$ cat src/rtl/operand_fetch.sv
// operand_fetch: decode-to-execute stage that reads rs1/rs2 from the
// register file over valid/ack ports A and B and hands a bundle to execute.
// Ports:
//   clk, reset                 clock, synchronous active-high reset
//   id_*                       decoded instruction in, id_ready back-pressure
//   rd_addr_*, rd_addr_*_valid regfile read requests (registered)
//   rd_data_*, rd_data_*_ack   regfile read data and acks
//   ex_*                       operand bundle out, ex_valid/ex_ready handshake
//   err                        sticky flag: regfile failed to ack in time
module operand_fetch #(
    parameter int OP_W        = 7,
    parameter int ACK_TIMEOUT = 15
) (
    input  logic            clk,
    input  logic            reset,
    input  logic            id_valid,
    output logic            id_ready,
    input  logic [4:0]      id_rs1,
    input  logic [4:0]      id_rs2,
    input  logic            id_use_rs1,
    input  logic            id_use_rs2,
    input  logic [4:0]      id_rd,
    input  logic [31:0]     id_imm,
    input  logic [OP_W-1:0] id_op,
    output logic [4:0]      rd_addr_a,
    output logic [4:0]      rd_addr_b,
    output logic            rd_addr_a_valid,
    output logic            rd_addr_b_valid,
    input  logic [31:0]     rd_data_a,
    input  logic [31:0]     rd_data_b,
    input  logic            rd_data_a_ack,
    input  logic            rd_data_b_ack,
    output logic            ex_valid,
    input  logic            ex_ready,
    output logic [31:0]     ex_op1,
    output logic [31:0]     ex_op2,
    output logic [4:0]      ex_rd,
    output logic [31:0]     ex_imm,
    output logic [OP_W-1:0] ex_op,
    output logic            err
);

    localparam int CW = $clog2(ACK_TIMEOUT + 1);

    typedef enum logic [1:0] {
        IDLE,
        WAIT,
        OUT,
        DRAIN
    } state_t;

    state_t          state_q, state_d;
    logic [4:0]      addr_a_q, addr_a_d;
    logic [4:0]      addr_b_q, addr_b_d;
    logic            va_q, va_d;
    logic            vb_q, vb_d;
    logic [31:0]     op1_q, op1_d;
    logic [31:0]     op2_q, op2_d;
    logic [4:0]      rd_q, rd_d;
    logic [31:0]     imm_q, imm_d;
    logic [OP_W-1:0] op_q, op_d;
    logic [CW-1:0]   cnt_q, cnt_d;
    logic            err_q, err_d;

    logic need_a;
    logic need_b;
    logic accept;
    logic any_ack;

    assign need_a   = id_use_rs1 && (id_rs1 != 5'd0);
    assign need_b   = id_use_rs2 && (id_rs2 != 5'd0);
    assign id_ready = (state_q == IDLE) && !reset;
    assign accept   = id_valid && id_ready;
    assign any_ack  = rd_data_a_ack || rd_data_b_ack;

    always_comb begin
        state_d  = state_q;
        addr_a_d = addr_a_q;
        addr_b_d = addr_b_q;
        va_d     = va_q;
        vb_d     = vb_q;
        op1_d    = op1_q;
        op2_d    = op2_q;
        rd_d     = rd_q;
        imm_d    = imm_q;
        op_d     = op_q;
        cnt_d    = cnt_q;
        err_d    = err_q;

        unique case (state_q)
            IDLE: begin
                if (accept) begin
                    rd_d     = id_rd;
                    imm_d    = id_imm;
                    op_d     = id_op;
                    addr_a_d = id_rs1;
                    addr_b_d = id_rs2;
                    va_d     = need_a;
                    vb_d     = need_b;
                    // Unneeded sources read as zero.
                    op1_d    = '0;
                    op2_d    = '0;
                    cnt_d    = '0;
                    state_d  = (need_a || need_b) ? WAIT : OUT;
                end
            end
            WAIT: begin
                cnt_d = cnt_q + 1'b1;
                // A port's valid staying high means it is still pending.
                if (va_q && rd_data_a_ack) begin
                    op1_d = rd_data_a;
                    va_d  = 1'b0;
                end
                if (vb_q && rd_data_b_ack) begin
                    op2_d = rd_data_b;
                    vb_d  = 1'b0;
                end
                if (!va_d && !vb_d) begin
                    state_d = OUT;
                end else if (cnt_d == CW'(ACK_TIMEOUT)) begin
                    err_d   = 1'b1;
                    va_d    = 1'b0;
                    vb_d    = 1'b0;
                    state_d = DRAIN;
                end
            end
            OUT: begin
                if (ex_ready) begin
                    state_d = any_ack ? DRAIN : IDLE;
                end
            end
            DRAIN: begin
                // Let trailing acks die so they cannot match a new request.
                if (!any_ack) begin
                    state_d = IDLE;
                end
            end
            default: state_d = IDLE;
        endcase
    end

    always_ff @(posedge clk) begin
        if (reset) begin
            state_q  <= IDLE;
            addr_a_q <= '0;
            addr_b_q <= '0;
            va_q     <= 1'b0;
            vb_q     <= 1'b0;
            op1_q    <= '0;
            op2_q    <= '0;
            rd_q     <= '0;
            imm_q    <= '0;
            op_q     <= '0;
            cnt_q    <= '0;
            err_q    <= 1'b0;
        end else begin
            state_q  <= state_d;
            addr_a_q <= addr_a_d;
            addr_b_q <= addr_b_d;
            va_q     <= va_d;
            vb_q     <= vb_d;
            op1_q    <= op1_d;
            op2_q    <= op2_d;
            rd_q     <= rd_d;
            imm_q    <= imm_d;
            op_q     <= op_d;
            cnt_q    <= cnt_d;
            err_q    <= err_d;
        end
    end

    assign rd_addr_a       = addr_a_q;
    assign rd_addr_b       = addr_b_q;
    assign rd_addr_a_valid = va_q;
    assign rd_addr_b_valid = vb_q;
    assign ex_valid        = (state_q == OUT);
    assign ex_op1          = op1_q;
    assign ex_op2          = op2_q;
    assign ex_rd           = rd_q;
    assign ex_imm          = imm_q;
    assign ex_op           = op_q;
    assign err             = err_q;

endmodule
$ cat config.mk
export PLATFORM = sky130hd
export DESIGN_NAME = operand_fetch
export DESIGN_NICKNAME = d
export VERILOG_FILES = /design/src/rtl/operand_fetch.sv
export SDC_FILE = /design/constraint.sdc
export NUM_CORES = 1
export LEC_CHECK = 0
export ABC_AREA = 1
export BUFFER_PORTS_ARGS = -buffer_cell sky130_fd_sc_hd__buf_4
export CAP_MARGIN = 20
export CORE_MARGIN = 4
export CORE_UTILIZATION = 45
export CTS_CLUSTER_SIZE = 20
export DETAILED_ROUTE_END_ITERATION = 10
export HOLD_SLACK_MARGIN = 0.1
export PLACE_DENSITY = 0.77
export SYNTH_ARGS = -nofsm -noshare
export SYNTH_HDL_FRONTEND = slang
export SYNTH_SLANG_ARGS = --single-unit
$ cat constraint.sdc
create_clock -name clk -period 3.55 [get_ports clk]
set_clock_uncertainty 0.1 [all_clocks]
set_input_delay 0.1775 -clock clk [delete_from_list [all_inputs] [get_ports clk]]
set_output_delay 0.1775 -clock clk [all_outputs]
set_load 0.02 [all_outputs]
==> Word level (Yosys, flattened, before mapping) <==
Cells that the tools add are included.
{ "word_totals": {"ramBits": 0, "latch_bits": 0, "mem_count": 0, "rom_bits": 0, "reg_bits": 127} }
{ "classes": {"n_bitwise": 1, "order_cmp": 0, "n_shift": 0, "n_eq_ne": 10, "add_sub_neg": 1, "div_mod_pow": 0, "n_mux": 27, "reduce_logical": 22, "multipliers": 0} }
{ "op_table": {"columns": ["operator", "count"], "rows": [
  ["$pmux 32 s2", 2],
  ["$mux 32", 3],
  ["$mux 2", 7],
  ["$mux 1", 10],
  ["$reduce_bool 5->1", 2],
  ["$reduce_and 3->1", 3],
  ["$ne 2x2->1 const B", 4],
  ["$pmux 2 s4", 1],
  ["$pmux 4 s2", 1],
  ["$logic_and 1x1->1", 7],
  ["$add 4x1->4 const B", 1],
  ["$eq 2x2->1 const B", 2],
  ["$eq 4x4->1 const B", 1],
  ["$mux 4", 1],
  ["$pmux 1 s2", 2],
  ["$reduce_and 2->1", 2],
  ["$reduce_and 4->1", 1],
  ["$logic_not 1->1", 3],
  ["$ne 3x3->1 const B", 1],
  ["$eq 2x1->1 const B", 1],
  ["$logic_not 2->1", 1],
  ["$logic_or 1x1->1", 2],
  ["$ne 2x1->1 const B", 1],
  ["$reduce_bool 2->1", 1],
  ["$not 1->1", 1]
]} }

==> Depth between registers and ports, before layout <==
{ "depth": {"ltp_word": 7, "ltp_mapped": 11, "mapped_depth_nobuf": 11} }

==> Worst setup path after synthesis <==
Ideal clock, no wire load.
{ "synth_timing": {"kind": "reg2reg", "startpoint": "register state_q[0]", "endpoint": "register op1_q[11] (netlist: ex_op1[11])", "arrival_time_ns": 1.280, "required_ns": 3.312, "stages_incl_launch_ff": 10, "path_slack_ns": 2.032, "setup_ns": 0.138, "cell_sequence": "dfxtp_1 nor2_4 inv_2 nor2_4 nand2_8 nand2_8 inv_4 buf_4 nand2_1 a21oi_2"} }
{ "synth_via": {"elab_chain_len": 5} }
{ "synth_rtl": {"columns": ["element", "line_no", "rtl"], "rows": [
  ["from (decl)", "52", "state_t state_q, state_d;"],
  ["from (signal assigned)", "157", "state_q <= state_d;"],
  ["$logic_not 2->1", "72", "assign id_ready = (state_q == IDLE) && !reset;"],
  ["$logic_and 1x1->1", "72", null],
  ["via id_ready", "17", "output logic id_ready,"],
  ["$logic_and 1x1->1", "73", "assign accept = id_valid && id_ready;"],
  ["$ne 2x2->1 (no line)", null, null],
  ["$reduce_and 3->1 (no line)", null, null],
  ["to (signal assigned)", "162", "op1_q <= op1_d;"],
  ["to (decl)", "57", "logic [31:0] op1_q, op1_d;"]
]} }
The timed path passes the listed nets, and every way through them passes these cells.
A chain may end at the register's enable or synchronous reset.

==> Worst setup path after layout <==
{ "layout_timing": {"startpoint": "register state_q[0]", "endpoint": "register imm_q[20] (netlist: ex_imm[20])"} }
{ "layout_via": {"elab_chain_len": 4} }
{ "layout_rtl": {"columns": ["element", "line_no", "rtl"], "rows": [
  ["$logic_not 2->1 *", "72, 90", null],
  ["$logic_and 1x1->1", "72", null],
  ["$logic_and 1x1->1", "73", null],
  ["$reduce_and 2->1 (no line) *", null, null],
  ["to (signal assigned)", "165", "imm_q <= imm_d;"],
  ["to (decl)", "60", "logic [31:0] imm_q, imm_d;"]
]} }
Every way passes the cells marked *; elsewhere a longest branch is shown, timed or not.

==> results.txt <==
Hold-fix buffers, CTS - 122
Final Hold Vio Count - 0
max-slew violations - 0
cts bufs inserted - 17
CTS sink count - 127
largest net degree at the start of global routing - 73
Post-synth ARST share - 0%
footprint of the multi-input gates - 2170 um^2
final setup fails - 0
sequential-to-total area share from yosys stat - 50.0%
maxcap violations - 0
Pleak - 4.03 nW
mean post-synth cell area - 8.18 um^2
PD cells - 686 nW/um^2
peak fanout along the critical path - 59
TNS Setup - 0 ns
Routed WL per cell - 16.1 um
Detail Placement HPWL - 10700 um
ranking of synthesized cells by area - dfxtp_1, nand2_1, nand3_1, a21oi_2, a21oi_1
clk_lat worst skew - 0.40 ns
P&R area growth vs syn - 71.3%
Metal-1 WL - 6930 um
WP data arrival - 2.48 ns
# nets final - 1098
global route overflow - 0
CP required - 3.78 ns
final core occ - 79.7%
# Post-CTS Setup Buffers - 0
max frequency - 0.444 GHz
EDFF count, synth - 0
worst setup path class - flip-flop to flip-flop
Synth Warn # - 0
post-cts resize count - 0
core area - 10900 um^2
Synth Flop Type - dfxtp_1
first-pass GRT wire length - 28400 um
vias in the first global route - 5864
reg-to-reg startpoint - state_q[0]$_SDFFE_PP0P_
Hold Path Origin - reset
post-route ant nets - 0
residual DRC count - 0
Synth Instances - 622
WL met2 - 9150 um
GR Util All Layers - 27.0%
CTS tree - yes
Worst R2R Setup Slack - 1.30 ns
DR vias/cell - 5.13
clk slew on worst S/H paths - 0.06 ns
Peak VDD IR - 0.390 mV
unrepaired setup endpoints after global routing - false
register area - 2540 um^2
clock buffer depth - 2
die outline width - 114 um
CTS HTree Levels - 4
share of cells above drive strength 1 - 35.2%
Unique masters post-synth - 27
Core Rows - 38
status - complete, no violations
most frequent cell after synthesis - nand2_1
Ant. Diodes - 0
post-synth top area share - 50.0%
Initial Utilization - 46.5%
Period minus WS final - 2.25 ns
final wirelength - 18100 um
R2R depth - 7
leading area contributor after synthesis - dfxtp_1
TritonRoute pass-1 iters - 7
GPL Wtd Cong - 0.877
crit start category - flip-flop
Tightest Pin Transition - 0.929 ns
fillcell total - 640
register bit total from synthesis - 127
DR vias - 5763
worst-case hold path end point - ex_op1[31]$_SDFFE_PP0P_
1st-iter DRT viols - 638
kind of end point of the critical path - flip-flop
worst min-delay path class - input pin to flip-flop
initial antenna violation count - 0
Chip Height - 114 um
Top Ports - 249
WL met3 - 1450 um
relative slew slack - 38.1%
final critical-path share of the clock period - 63.5%
Worst R2R End - ex_imm[20]$_SDFFE_PP0P_
cell area after synthesis - 5090 um^2
syn_nets - 750
hold path depth - 2
IO Port Bufs - 248
CTS Root Cell - clkbuf_16
Die ar. - 13100 um^2
max layer used - met4
Commonest cells post-synth - nand2_1, dfxtp_1, nand3_1
-- state kept, by name, summed over array words and instances (netlist names), 2 cells and up --
name	cells
ex_op1	32
ex_imm	32
cnt_q	4
rd_addr_b	5
rd_addr_a	5
state_q	2
ex_op	7
ex_op2	32
ex_rd	5
-- critical path: stages (launching register included) --
cell and delay, ns:
dfxtp_1 0.38, nor2_4 0.18, inv_2 0.06, nor2_4 0.14, nand2_8 0.25, inv_2 0.69, nand2_1 0.19, nand2_1 0.15
-- layout by cell type (no fill, tap or decap), types with 3 or more instances in the layout --
master and instances:
clkinv_2 3, clkbuf_16 17, nand4_1 3, a21oi_2 32
nand2_1 163, o21ai_0 18, nand3_2 17, a21oi_1 41
buf_4 250, dfxtp_1 127, clkbuf_8 3, inv_2 7
nor2_1 45, bufinv_16 4, nand3_1 77, inv_1 15
o21ai_1 21, dlygate4sd3_1 122
-- logic make-up after synthesis --
logic type | Yosys count | synth area share (%)
flops | 127 | 50.0
fa+ha+maj | 2 | 0.492
buf+inv | 66 | 7.28
simple gates | 314 | 28.7
compound gates | 113 | 13.6
-- worst max-delay path by stage --
stage,startpoint,to,slack (ns),cells after the start
final,state_q[0]$_SDFFE_PP0P_,ex_imm[20]$_SDFFE_PP0P_,1.30,7
after global routing,state_q[0]$_SDFFE_PP0P_,ex_imm[20]$_SDFFE_PP0P_,1.11,7
after global placement,reset,ex_op2[12]$_SDFFE_PP0P_,1.40,6
after floorplan,state_q[0]$_SDFFE_PP0P_,ex_op1[11]$_SDFFE_PP0P_,2.03,9
after detailed placement,reset,ex_op2[14]$_SDFFE_PP0P_,1.33,6
after CTS,state_q[0]$_SDFFE_PP0P_,ex_imm[20]$_SDFFE_PP0P_,1.41,7
-- report_power, final --
group          leakage (nW)  internal (W)  switching [W]  total (W)
combinational          2.68      0.000828        0.00137    0.00220
sequential             1.04       0.00174       0.000210    0.00194
clock                 0.306       0.00123       0.000603    0.00183
total                  4.03       0.00379        0.00219    0.00598
-- cell type report --
type	count	area share [%]
multi-input combinational	429	24.9
inverter	23	1.02
tap	140	2.01
clock inverter	10	1.82
sequential	127	29.2
clock buffer	22	5.44
timing repair buffer	372	35.6
-- layer usage --
layer | up-vias | GRT usage (%)
met5 | - | 0
met4 | 0 | 10.8
met3 | 42 | 7.24
met2 | 303 | 48.1
met1 | 2681 | 30.4
li1 | 2737 | -
-- per-stage QoR --
| step | hold WS, ns | cell area (um^2) | setup WS, ns | power, W | instances |
|---|---|---|---|---|---|
| after floorplan | 0.181 | 5090 | 2.03 | 0.00331 | 622 |
| after global placement | 0.265 | 6860 | 1.40 | 0.00394 | 969 |
| after detailed placement | 0.269 | 6860 | 1.33 | 0.00401 | 969 |
| after CTS | 0.127 | 8710 | 1.41 | 0.00596 | 1123 |
| after global routing | 0.152 | 8710 | 1.11 | 0.00628 | 1123 |
| final | 0.141 | 8710 | 1.30 | 0.00598 | 1123 |
(Power assumes the default switching activity.)
